## config.mk

```make
export PLATFORM = sky130hd
export DESIGN_NAME = turn_signal_ctrl
export DESIGN_NICKNAME = d
export VERILOG_FILES = /design/src/rtl/turn_signal_ctrl.sv
export SDC_FILE = /design/constraint.sdc
export NUM_CORES = 1
export LEC_CHECK = 0
export ABC_AREA = 1
export CORE_ASPECT_RATIO = 0.8
export CORE_UTILIZATION = 29
export CTS_BUF_LIST = sky130_fd_sc_hd__clkbuf_4
export DETAILED_ROUTE_END_ITERATION = 8
export PLACE_DENSITY = 0.58
export REMOVE_ABC_BUFFERS = 1
export SLEW_MARGIN = 20
export SYNTH_ARGS = -nofsm -noshare
export SYNTH_HDL_FRONTEND = slang
export SYNTH_SLANG_ARGS = --single-unit
export TNS_END_PERCENT = 30
```

## constraint.sdc

```tcl
create_clock -name clk -period 4.3 [get_ports clk]
set_clock_uncertainty 0.15 [all_clocks]
set_input_delay 0.645 -clock clk [delete_from_list [all_inputs] [get_ports clk]]
set_output_delay 0.645 -clock clk [all_outputs]
set_load 0.02 [all_outputs]
```

## src/rtl/turn_signal_ctrl.sv

```systemverilog
// Turn-signal mode controller: arbitrates stalk/hazard requests and paces the tail-light sequencer.
// One-touch lane change is compiled in only when TURN_SIGNAL_CTRL_TAP_EN is defined.
module turn_signal_ctrl #(
  parameter int TICK_DIV   = 4,
  parameter int TAP_SWEEPS = 3
) (
  input  logic clk,
  input  logic rst_n,
  input  logic lt_req,
  input  logic rt_req,
  input  logic haz_btn,
  output logic lt,
  output logic rt,
  output logic haz,
  output logic step_en,
  output logic seq_clr,
  output logic busy
);

  typedef enum logic [1:0] {
    IDLE   = 2'd0,
    LEFT   = 2'd1,
    RIGHT  = 2'd2,
    HAZARD = 2'd3
  } mode_e;

  localparam logic [7:0] PRESC_MAX = 8'(TICK_DIV - 1);

  if (TICK_DIV < 2 || TICK_DIV > 255 || TAP_SWEEPS < 1) begin : g_bad_param
    $error("turn_signal_ctrl: TICK_DIV must be 2..255 and TAP_SWEEPS >= 1");
  end

  mode_e      mode_q, mode_d, req;
  logic [7:0] presc_q, presc_d;
  logic [2:0] step_q, step_d;
  logic       haz_prev_q;
  logic       haz_latch_q, haz_latch_d;
  logic       seq_clr_q, seq_clr_d;
  logic       last_step, sweep_end;

`ifdef TURN_SIGNAL_CTRL_TAP_EN
  localparam int SW_W = (TAP_SWEEPS < 2) ? 1 : $clog2(TAP_SWEEPS + 1);
  logic [SW_W-1:0] sweep_q, sweep_d;
  logic            tap_q, tap_d;
`endif

  // Simultaneous left+right stalk is meaningless, so it requests IDLE.
  always_comb begin
    req = IDLE;
    if (haz_latch_q)                req = HAZARD;
    else if (lt_req && !rt_req)     req = LEFT;
    else if (rt_req && !lt_req)     req = RIGHT;
  end

  assign haz_latch_d = haz_latch_q ^ (haz_btn & ~haz_prev_q);
  assign step_en     = (mode_q != IDLE) && (presc_q == PRESC_MAX);
  assign last_step   = (step_q == ((mode_q == HAZARD) ? 3'd5 : 3'd3));
  assign sweep_end   = step_en && last_step;

  always_comb begin
    mode_d = mode_q;
`ifdef TURN_SIGNAL_CTRL_TAP_EN
    tap_d   = tap_q;
    sweep_d = sweep_q;
`endif
    if (mode_q == IDLE) begin
      mode_d = req;
    end else if (req == HAZARD && mode_q != HAZARD) begin
      mode_d = HAZARD;
    end else if (sweep_end && req != mode_q) begin
`ifdef TURN_SIGNAL_CTRL_TAP_EN
      // A tapped stalk keeps the lamp running until the tap sweep budget is spent.
      if (tap_q && req == IDLE && (int'(sweep_q) + 1) < TAP_SWEEPS) mode_d = mode_q;
      else                                                         mode_d = req;
`else
      mode_d = req;
`endif
    end

`ifdef TURN_SIGNAL_CTRL_TAP_EN
    if (mode_q == LEFT || mode_q == RIGHT) begin
      if (sweep_end && int'(sweep_q) < TAP_SWEEPS) sweep_d = sweep_q + 1'b1;
      if (sweep_q == '0 && req == IDLE)           tap_d   = 1'b1;
    end
    if (mode_d != mode_q) begin
      tap_d   = 1'b0;
      sweep_d = '0;
    end
`endif

    seq_clr_d = (mode_d != mode_q);

    presc_d = presc_q + 8'd1;
    if (seq_clr_d || mode_q == IDLE || step_en) presc_d = 8'd0;

    step_d = step_q;
    if (seq_clr_d || mode_q == IDLE) step_d = 3'd0;
    else if (step_en)                step_d = last_step ? 3'd0 : step_q + 3'd1;
  end

  always_ff @(posedge clk or negedge rst_n) begin
    if (!rst_n) begin
      mode_q      <= IDLE;
      presc_q     <= 8'd0;
      step_q      <= 3'd0;
      haz_prev_q  <= 1'b0;
      haz_latch_q <= 1'b0;
      seq_clr_q   <= 1'b0;
    end else begin
      mode_q      <= mode_d;
      presc_q     <= presc_d;
      step_q      <= step_d;
      haz_prev_q  <= haz_btn;
      haz_latch_q <= haz_latch_d;
      seq_clr_q   <= seq_clr_d;
    end
  end

`ifdef TURN_SIGNAL_CTRL_TAP_EN
  always_ff @(posedge clk or negedge rst_n) begin
    if (!rst_n) begin
      tap_q   <= 1'b0;
      sweep_q <= '0;
    end else begin
      tap_q   <= tap_d;
      sweep_q <= sweep_d;
    end
  end
`endif

  assign lt      = (mode_q == LEFT);
  assign rt      = (mode_q == RIGHT);
  assign haz     = (mode_q == HAZARD);
  assign busy    = (mode_q != IDLE);
  assign seq_clr = seq_clr_q;

endmodule

```

[After elaboration in Yosys (flattened, before gate mapping)]
Index checks and enable logic that the tools add are counted.
Storage, ports and cells
  flip-flop bits (word level): 16
  bits of input ports: 5
  output and inout bits: 6
  logic and storage cells: 44
Operators by class
  add/sub/neg operators: 2
  eq/ne operators: 9
  muxes and demuxes: 11
  bitwise operators: 3
  reductions and logical operators: 13
Operators by type and width (number)
  $mux 2: 6
  $mux 3: 4
  $add 8x1->8 const B: 1
  $eq 8x2->1 const B: 1
  $mux 8: 1
  $eq 2x2->1 const B: 3
  $logic_and 1x1->1: 6
  $ne 2x2->1: 2
  $reduce_bool 2->1: 2
  $add 3x1->3 const B: 1
  $eq 3x3->1: 1
  $eq 2x1->1 const B: 1
  $logic_not 1->1: 2
  $logic_not 2->1: 1
  $logic_or 1x1->1: 2
  $ne 2x2->1 const B: 1
  $and 1x1->1: 1
  $not 1->1: 1
  $xor 1x1->1: 1

[Depth between registers and ports, before layout]
  word-level depth: 14
  gate-level depth with buffers: 14
  gate-level depth less buffers: 14

[Worst setup path before layout]
Ideal clock, no wire load.
  path kind: flip-flop to flip-flop
  start: register presc_q[0]
  end: register presc_q[0]
  setup time: 73 ps
  arrival: 1624 ps
  data required time: 4077 ps
  path slack: 2453 ps
  cell stages (with the launch flop): 10
  path buffers: 0
  period minus slack after synthesis: 1847 ps
  cells stage by stage: dfrtp_1 -> ha_1 -> nand2_1 -> nor2_8 -> nand2_4 -> a21oi_1 -> nand3_1 -> nand2_2 -> nand4_4 -> nor2_2
Between the ends
  cells in the longest elaborated chain, start to end: 11
  elaborated cells between the ends (all ways): 12
  classes of those cells: add/sub (1); eq/ne (2); mux (4); reduce/logical (5)
RTL lines
  start: declaration: line 34  | logic [7:0] presc_q, presc_d;
  start signal: assignment: line 111  | presc_q <= presc_d;
  $eq 8x2->1 *: line 56  | assign step_en = (mode_q != IDLE) && (presc_q == PRESC_MAX);
  $logic_and 1x1->1 *: line 56
  named net step_en: line 15  | output logic step_en,
  $logic_and 1x1->1: line 58  | assign sweep_end = step_en && last_step;
  $logic_and 1x1->1: line 70  | end else if (sweep_end && req != mode_q) begin
  $mux 2: line 70
  $mux 2: line 68  | end else if (req == HAZARD && mode_q != HAZARD) begin
  $mux 2: line 66  | if (mode_q == IDLE) begin
  $ne 2x2->1: line 91  | seq_clr_d = (mode_d != mode_q);
  $logic_or 1x1->1: line 94  | if (seq_clr_d || mode_q == IDLE || step_en) presc_d = 8'd0;
  $logic_or 1x1->1 *: line 94
  $mux 8 *: line 94
  named net presc_d[0]: line 34
Mark *: on every way through the listed nets, which the timed path passes. The rest lies on a longest branch.
A chain may end at the register's enable or synchronous reset.

[Final worst setup path]
  start: register presc_q[0]
  end: output step_en
Between the ends
  cells in the longest elaborated chain, start to end: 2
RTL lines (line)
  $eq 8x2->1: 56
  $logic_and 1x1->1: 56
  end: declaration: 15
Every way passes these cells.

==> results.json <==
{
  "die_x_um": 64.5,
  "layout.cells.non_filler": 158,
  "portBuffers": 10,
  "setup_viol": 0,
  "numCtsBuffers": 3,
  "antenna_found_initial": 0,
  "synth-seq-cells": 16,
  "ys_types": 22,
  "power_leakage_nw": 0.503,
  "regArea_um2": 400,
  "grt_pass1_vias": 608,
  "ctsHoldBuffers": 0,
  "required_ns": 3.50,
  "clkLatencyLatePin_ns": 0.29,
  "post_synth.cell_area_avg_um2": 8.56,
  "seqPwrFrac_pct": 34.2,
  "top_usage_layer": "met2",
  "yosysWarningCount": 0,
  "rows": 17,
  "synth_seq_area_share_pct": 44.1,
  "power_density_nw_per_um2": 612,
  "worst_ep_arrival_time_ns": 1.86,
  "dr.pass1.iters": 4,
  "drc": 0,
  "gr-usage-met3_pct": 3.95,
  "syn_to_final_growth_pct": 19.2,
  "cts_max_level": 1,
  "cts-root-buf": "clkbuf_4",
  "final_nets": 128,
  "pwr-share-clk_pct": 12.5,
  "wirelength_um": 1540,
  "synth.cell_area_um2": 907,
  "netlist_instances": 106,
  "met2_usage_pct": 17.2,
  "grt-ovfl-total": 0,
  "power.share.switching_pct": 45.6,
  "ctsResizeCount": 0,
  "crit_type": "register to primary output",
  "cp_slowest_cell": "clkdlybuf4s50_1",
  "antenna_cells": 0,
  "critPathMaxStageDelay_ns": 0.62,
  "fillers": 285,
  "place_congestion": 0.832,
  "slew_viol_final": 0,
  "drive_gt1_share_pct": 19.2,
  "crit_path_end_kind": "primary output",
  "min_period_over_period_pct": 61.8,
  "fmax_mhz": 376,
  "vias": 660,
  "cp_max_fo": 7,
  "final_util_pct": 37.6,
  "placedCellCount": 154,
  "design.portCount": 11,
  "core_um2": 2870,
  "clk_path_buf_depth": 2,
  "final_common_cell": "nand2_1",
  "hpwl_um": 1200,
  "ir_drop_mv": 0.242,
  "layout_common_cells": "nand2_1, dfrtp_1, nor2_1, inv_1, clkdlybuf4s50_1",
  "ant_nets": 0,
  "drt_first_iter_violations": 50,
  "fin_crit_ns": 2.66,
  "hp-class": "register to register",
  "clkSinkCount": 16,
  "clkSlewWorstSetupHoldPaths_ns": 0.10,
  "grt_first_pass_wirelength_um": 2700,
  "grt_use_total_pct": 10.6,
  "wl_per_cell_um": 9.76,
  "tritoncts": "done",
  "crit_path_cell_trace": "ha_1 > nand2_1 > nor2_8 > clkdlybuf4s50_1",
  "tns_ns": 0,
  "tightest_slew_ns": 0.747,
  "dieHeight_um": 52.0,
  "avgViaCountPerCell": 4.18,
  "comb_power_share_pct": 53.3,
  "start_util_pct": 31.6,
  "drv_cap": 0,
  "gr-usage-met1_pct": 14.4,
  "p_switching_w": 0.000301,
  "multi_input_area_um2": 447,
  "finalHoldViolations": 0,
  "grt_max_degree": 17,
  "status": "finished, final reports clean",
  "rsz0062_at_grt": "no",
  "cts_setup_buffers": 0,
  "die_area_um2": 3360,
  "p_int_w": 0.000360,
  "slew_headroom_pct": 50.0,
  "worstSetupStartpointType": "register"
}
==> metrics by stage <==
step	worst slack, ns	power (W)	hold WS [ns]	cell area (µm²)
after floorplan	2.45	0.000499	0.199	907
after global placement	1.99	0.000581	0.303	1050
after detailed placement	1.96	0.000585	0.317	1050
after CTS	1.62	0.000671	0.333	1080
after global routing	1.53	0.000725	0.362	1080
final	1.64	0.000661	0.326	1080
==> power by group through the flow <==
stage / registers, W / logic (W) / clock network (W)
finish: 0.000226 / 0.000353 / 0.0000825
global route: 0.000233 / 0.000398 / 0.0000932
CTS: 0.000226 / 0.000358 / 0.0000870
detailed placement: 0.000230 / 0.000356 / 0
global placement: 0.000227 / 0.000354 / 0
floorplan: 0.000225 / 0.000274 / 0
==> final timing paths <==
| path | startpoint | endpoint | slack, ns | cells past startpoint |
|---|---|---|---|---|
| hold reg to reg | presc_q[0] | presc_q[0] | 0.33 | 1 |
| max in group asynchronous | rst_n | step_q[1] | 2.89 | 1 |
| hold / removal | presc_q[0] | presc_q[0] | 0.33 | 1 |
| min in group asynchronous | rst_n | haz_prev_q | 0.63 | 1 |
| setup reg to reg | presc_q[0] | presc_q[3] | 2.31 | 11 |
| setup / recovery | presc_q[0] | step_en | 1.64 | 4 |
==> registers in the layout (all words and copies together) (netlist names) <==
name	flops
haz_latch_q	1
haz_prev_q	1
mode_q	2
presc_q	8
seq_clr	1
step_q	3
==> critical path, delay by kind of cell, from the launching register on <==
family | cells | cell delay, ns
buf+inv | 1 | 0.62
flops | 1 | 0.40
simple gates | 2 | 0.33
fa+ha+maj | 1 | 0.22
==> cells by family (layout without fill, tap and decap cells) <==
group | Yosys count | in the layout | share of synthesized area (%)
adders and majority gates | 2 | 2 | 2.76
AOI/OAI and AO/OA | 7 | 7 | 4.41
DFF | 16 | 16 | 44.1
buffers and inverters | 16 | 30 | 6.62
and+or+nand+nor | 59 | 59 | 36.3
xor gates and xnor gates | 6 | 6 | 5.79
==> routing by layer <==
metal / up-vias / wire, µm / share of wire [%]
met5: - / 0 / 0
met4: 0 / 0 / 0
met3: 0 / 76 / 4.9
met2: 13 / 672 / 44
met1: 295 / 792 / 51
li1: 352 / - / -
==> cell usage after synthesis (all sizes together) <==
library cell / number / area share (%)
xor2: 3 / 2.9
nor3: 2 / 1.1
nand3: 6 / 4.7
a21oi: 4 / 2.6
dfrtp: 16 / 44
ha: 2 / 2.8
nor2: 22 / 13
nand4: 1 / 2.3
nand2: 27 / 14
a31oi: 1 / 0.69
xnor2: 3 / 2.9
or2: 1 / 0.69
o21ai: 2 / 1.1
inv: 16 / 6.6
==> layout make-up <==
class,instances,share of cell area (%)
Clock buffer,3,2.08
Tap cell,38,4.40
Inverter,16,5.56
Sequential cell,16,37.0
Clock inverter,1,0.347
Multi-Input combinational cell,74,41.3
Timing Repair Buffer,10,9.26
Note: power is estimated with default switching activity, not from simulation.
